===== src/rtl/pipe_stage_skid_reg.sv =====
// pipe_stage_skid_reg: pipeline register with two-entry skid buffer, freeze, flush bubble and stall counter
module pipe_stage_skid_reg #(
    parameter int                DATA_W    = 64,
    parameter logic [DATA_W-1:0] FLUSH_VAL = '0,
    parameter int                CNT_W     = 16
) (
    input  logic              clk,
    input  logic              rst,
    input  logic              freeze,
    input  logic              flush,
    input  logic              in_valid,
    output logic              in_ready,
    input  logic [DATA_W-1:0] in_data,
    output logic              out_valid,
    input  logic              out_ready,
    output logic [DATA_W-1:0] out_data,
    output logic [1:0]        occupancy,
    output logic [CNT_W-1:0]  stall_cnt
);
    typedef enum logic [1:0] {EMPTY = 2'd0, ONE = 2'd1, TWO = 2'd2} state_t;
    state_t            state, state_nx;
    logic [DATA_W-1:0] main_q, main_nx, skid_q, skid_nx;
    logic              in_fire, out_fire, stall;
    assign in_ready  = (state != TWO) & !freeze & !flush;
    assign out_valid = state != EMPTY;
    assign out_data  = main_q;
    assign occupancy = state;
    assign in_fire   = in_valid & in_ready;
    assign out_fire  = out_valid & out_ready & !freeze;
    assign stall     = out_valid & !out_ready & !freeze & !flush;
    // state and payload registers; main holds the bubble value whenever empty
    always_ff @(posedge clk or posedge rst) begin
        if (rst) begin
            state  <= EMPTY;
            main_q <= FLUSH_VAL;
            skid_q <= '0;
        end else begin
            state  <= state_nx;
            main_q <= main_nx;
            skid_q <= skid_nx;
        end
    end
    // next state: flush beats freeze, freeze holds everything, otherwise fill/drain in order
    always_comb begin
        state_nx = state;
        main_nx  = main_q;
        skid_nx  = skid_q;
        if (flush) begin
            state_nx = EMPTY;
            main_nx  = FLUSH_VAL;
            skid_nx  = '0;
        end else if (!freeze) begin
            case (state)
                EMPTY: if (in_fire) begin
                    state_nx = ONE;
                    main_nx  = in_data;
                end
                ONE: if (in_fire && out_fire) begin
                    main_nx = in_data;
                end else if (in_fire) begin
                    state_nx = TWO;
                    skid_nx  = in_data;
                end else if (out_fire) begin
                    state_nx = EMPTY;
                    main_nx  = FLUSH_VAL;
                end
                TWO: if (out_fire) begin
                    state_nx = ONE;
                    main_nx  = skid_q;
                    skid_nx  = '0;
                end
                default: begin
                    state_nx = EMPTY;
                    main_nx  = FLUSH_VAL;
                    skid_nx  = '0;
                end
            endcase
        end
    end
    // saturating count of cycles where valid output waits on downstream
    always_ff @(posedge clk or posedge rst) begin
        if (rst) stall_cnt <= '0;
        else if (stall && stall_cnt != {CNT_W{1'b1}}) stall_cnt <= stall_cnt + CNT_W'(1);
    end
endmodule

===== config.mk =====
export PLATFORM = sky130hd
export DESIGN_NAME = pipe_stage_skid_reg
export DESIGN_NICKNAME = d
export VERILOG_FILES = /design/src/rtl/pipe_stage_skid_reg.sv
export SDC_FILE = /design/constraint.sdc
export NUM_CORES = 1
export LEC_CHECK = 0
export CELL_PAD_IN_SITES_DETAIL_PLACEMENT = 1
export CELL_PAD_IN_SITES_GLOBAL_PLACEMENT = 2
export CORE_MARGIN = 2
export CORE_UTILIZATION = 32
export DETAILED_ROUTE_END_ITERATION = 8
export GPL_ROUTABILITY_DRIVEN = 0
export PLACE_DENSITY_LB_ADDON = 0.25
export SLEW_MARGIN = 30
export SYNTH_ARGS = -nofsm -noshare
export SYNTH_HDL_FRONTEND = slang
export SYNTH_SLANG_ARGS = --single-unit
export TNS_END_PERCENT = 100

===== constraint.sdc =====
create_clock -name clk -period 7.1 [get_ports clk]
set_input_delay 1.42 -clock clk [delete_from_list [all_inputs] [get_ports clk]]
set_output_delay 1.42 -clock clk [all_outputs]
set_load 0.01 [all_outputs]

# Word-level counts from Yosys, hierarchy flattened
# Cells that the tools add are included.
[op_classes] n_mux=20 bitwise=8 n_reduce_logical=10 addsub=1 n_eq_ne=13
[ops] cell="$mux W64" count=10
[ops] cell="$pmux W64 S3" count=2
[ops] cell="$add A16 B1 Y16 const B" count=1
[ops] cell="$ne A16 B16 Y1 const B" count=1
[ops] cell="$reduce_and A5 Y1" count=3
[ops] cell="$mux W2" count=7
[ops] cell="$ne A3 B3 Y1 const B" count=4
[ops] cell="$ne A4 B4 Y1 const B" count=3
[ops] cell="$and A1 B1 Y1" count=8
[ops] cell="$pmux W2 S3" count=1
[ops] cell="$ne A2 B2 Y1 const B" count=2
[ops] cell="$logic_not A1 Y1" count=3
[ops] cell="$eq A2 B1 Y1 const B" count=1
[ops] cell="$eq A2 B2 Y1 const B" count=1
[ops] cell="$logic_and A1 B1 Y1" count=2
[ops] cell="$logic_not A2 Y1" count=1
[ops] cell="$ne A2 B1 Y1 const B" count=1
[ops] cell="$reduce_bool A2 Y1" count=1
[word_totals] output_inout_bits=84 register_bits=146 inputBits=70

# Longest topological paths before layout
[logic_depth] ltp_word=9 ltp_mapped=7

# Least setup slack after synthesis
# No wires, ideal clock.
[synth_timing] path_type="input port to output port" startpoint="in freeze" endpoint="out in_ready" cell_stages=2 arrival_time_ns=1.870 slack_ns=3.810 path_cell_list="buf_2 nor3_1"
[synth_via] elab_chain_len=3
[synth_rtl] item="from (decl)" line_no="9" rtl="input logic freeze,"
[synth_rtl] item="$logic_not A1 Y1"
[synth_rtl] item="$and A1 B1 Y1 (2 in series)" line_no="24" rtl="assign in_ready = (state != TWO) & !freeze & !flush;"
[synth_rtl] item="to (decl)" line_no="12" rtl="output logic in_ready,"
# Every way passes these cells.

# Worst setup path in the final report
# Ends and elaborated chain as after synthesis.

==> reports/summary.txt <==
Status: finished, final reports clean
Clock skew: 0.00658 ns
Fin util: 43.3%
Nature of the critical path startpoint: primary input
Effective utilization at floorplan: 32.5%
WL/cell: 19.5 um
Post-route clock period utilization: 61.0%
Worst Path Max Fanout: 11
Post-CTS Setup Inserts: 0
Fmax: 0.231 GHz
GRT Overall Usage: 18.7%
Area leader, netlist: dfrtp_1
Post-CTS Hold Fix Bufs: 0
Final hold slack: 0.487 ns
Final min period: 4.33 ns
# setup viols final: 0
R2R Setup Slk: 4.15 ns
# rows: 53
Share of flip-flops with an asynchronous set or reset: 100%
Layout Nets: 808
Final WL: 20,000 um
Port Buffers: 153
N_diodes: 0
Ys Warns: 0
Setup crit end kind: output pin
Post-synth EDFFs: 0
Die area: 0.0224 sq mm
Mapped Nets: 676
IO Pins: 154
Routed Antenna Nets: 0
Reg-to-reg startpoint: occupancy[1]$_DFFE_PP0P_
PwrDens: 233 mW/mm^2
Synth Instances: 605
CTS resizes: 0
CTS sink count: 146
R2R Path End: out_data[18]$_DFFE_PP0P_
Worst-Margin Slew: 0.904 ns
FF-to-FF path depth: 6
Yosys cell types: 39
Crit path to: in_ready
Die Y: 150 um
Sequential share of the synthesized area: 53.7%
Pin count of the biggest net entering global routing: 87
Class of the worst hold path: reg2reg
WS Path Type: in2out
CTS tree: built
Area share of the leading cell type in the synthesized netlist: 53.7%
Synth Flop Type: dfrtp_1
Rel. slew slack: 39.7%
H-tree Lvls: 4
Final setup TNS: 0 ns
Initial antenna violation count: 0
#FFs+latches synth: 146
Top-count cell post-synth: dfrtp_1
Top cells by area, synth: dfrtp_1 (54%), mux2i_1 (9.6%), o2bb2ai_1 (8.4%)
Max Slew Vio Count: 0
Total of max-cap violations: 0
RSZ-0062 raised after global routing: false
Total CTS buffers: 17
Leak: 3.86 nW
Worst Path Arrival: 2.91 ns
Clock-pin slew on the worst setup and hold paths: 0.06 ns
Core ar.: 0.0210 sq mm
Final Hold Viols: 0
Worst setup startpoint: freeze
First-pass GRT wire length: 32,400 um
Layout cell share with drive strength beyond 1: 7.48%
Max VDD drop: 0.158 mV
Vias per inst: 5.18
Via count: 5,306
Synth cell count leaders: dfrtp_1 (146), nand2_1 (73), inv_1 (70)
TritonRoute pass-1 iters: 4
Area added between synthesis and finish: 33.5%
Vias in the first global route: 5,843
Gr ovfl total: 0
Avg Synthesized Cell Area: 11.2 sq um
Drt drc: 0
Clock Tree Buf Depth: 2
Cell area after synthesis: 0.00680 sq mm
DRT iter0 DRCs: 221
Clk_lat worst skew: 0.42 ns
Post-DP HPWL: 12,000 um
Die W: 150 um
CTS root buffer: clkbuf_16
WP data required: 5.68 ns
==> how the worst min path moves through the flow <==
stage	start	to	depth (start not counted)
2_1_floorplan	skid_q[0]$_DFFE_PP0P_	skid_q[0]$_DFFE_PP0P_	2
3_3_place_gp	out_data[8]$_DFFE_PP0P_	out_data[8]$_DFFE_PP0P_	1
3_5_place_dp	out_data[10]$_DFFE_PP0P_	out_data[10]$_DFFE_PP0P_	1
4_1_cts	out_data[30]$_DFFE_PP0P_	out_data[30]$_DFFE_PP0P_	1
5_1_grt	out_data[60]$_DFFE_PP0P_	out_data[60]$_DFFE_PP0P_	1
6_report	out_data[41]$_DFFE_PP0P_	out_data[41]$_DFFE_PP0P_	1
==> cells by family (layout without fill, tap and decap cells) <==
group / Yosys count / count (layout) / share of synthesized area (%)
muxes: 67 / 67 / 9.90
xor gates and xnor gates: 13 / 13 / 1.67
AOI/OAI and AO/OA: 149 / 149 / 18.0
DFF: 146 / 146 / 53.7
adders and majority gates: 1 / 1 / 0.184
buffers and inverters: 117 / 261 / 7.93
and+or+nand+nor: 112 / 112 / 8.55
==> per-stage QoR <==
stage	cells	area (sq um)	total power, mW	setup slack (ns)
detailed placement	993	8490	1.22	2.77
CTS	1024	9080	2.15	2.76
finish	1024	9080	2.12	2.77
floorplan	605	6800	1.07	1.76
global placement	993	8490	1.21	2.87
global route	1024	9080	2.21	2.68
==> state kept, by name, indices dropped and copies added, names as in the netlist <==
name and flops:
occupancy 2, out_data 64, skid_q 64, stall_cnt 16
==> power by group <==
group | internal (mW) | total, mW | switching, mW
registers | 0.874 | 0.913 | 0.0391
clock network | 0.566 | 0.914 | 0.348
logic | 0.143 | 0.290 | 0.148
==> layout by cell type, fill, tap and decap left out, drive strengths merged, types with 4 or more instances in the layout <==
master / count
inv: 70
clkinv: 7
a22oi: 64
nor2: 5
buf: 7
a21oi: 6
nand2: 73
nor2b: 4
nor3: 4
clkdlybuf4s50: 153
xor2: 10
dfrtp: 146
and3: 4
clkbuf: 20
and2: 5
o2bb2ai: 65
a211oi: 4
mux2i: 65
nand4: 4
==> area by class of cell <==
class | count | area [sq um]
inverters | 70 | 268
multi-input cells | 342 | 2640
fillers | 2270 | 11900
repair buffers | 160 | 1590
clock buffers | 20 | 457
flip-flops and latches | 146 | 3650
clock inverters | 11 | 136
well taps | 275 | 344
==> routing by layer <==
metal,GRT usage (%),vias to the layer above,part of all wire [%]
met5,0,-,0
met4,6.84,0,2.0
met3,3.96,26,3.9
met2,30.5,122,50
met1,24.5,2764,44
li1,-,2394,-
==> critical path, cell delays in order <==
cell and delay, ns:
clkdlybuf4s50_1 0.62, nor3_1 0.30, clkdlybuf4s50_1 0.58
Note: power is estimated with default switching activity, not from simulation.
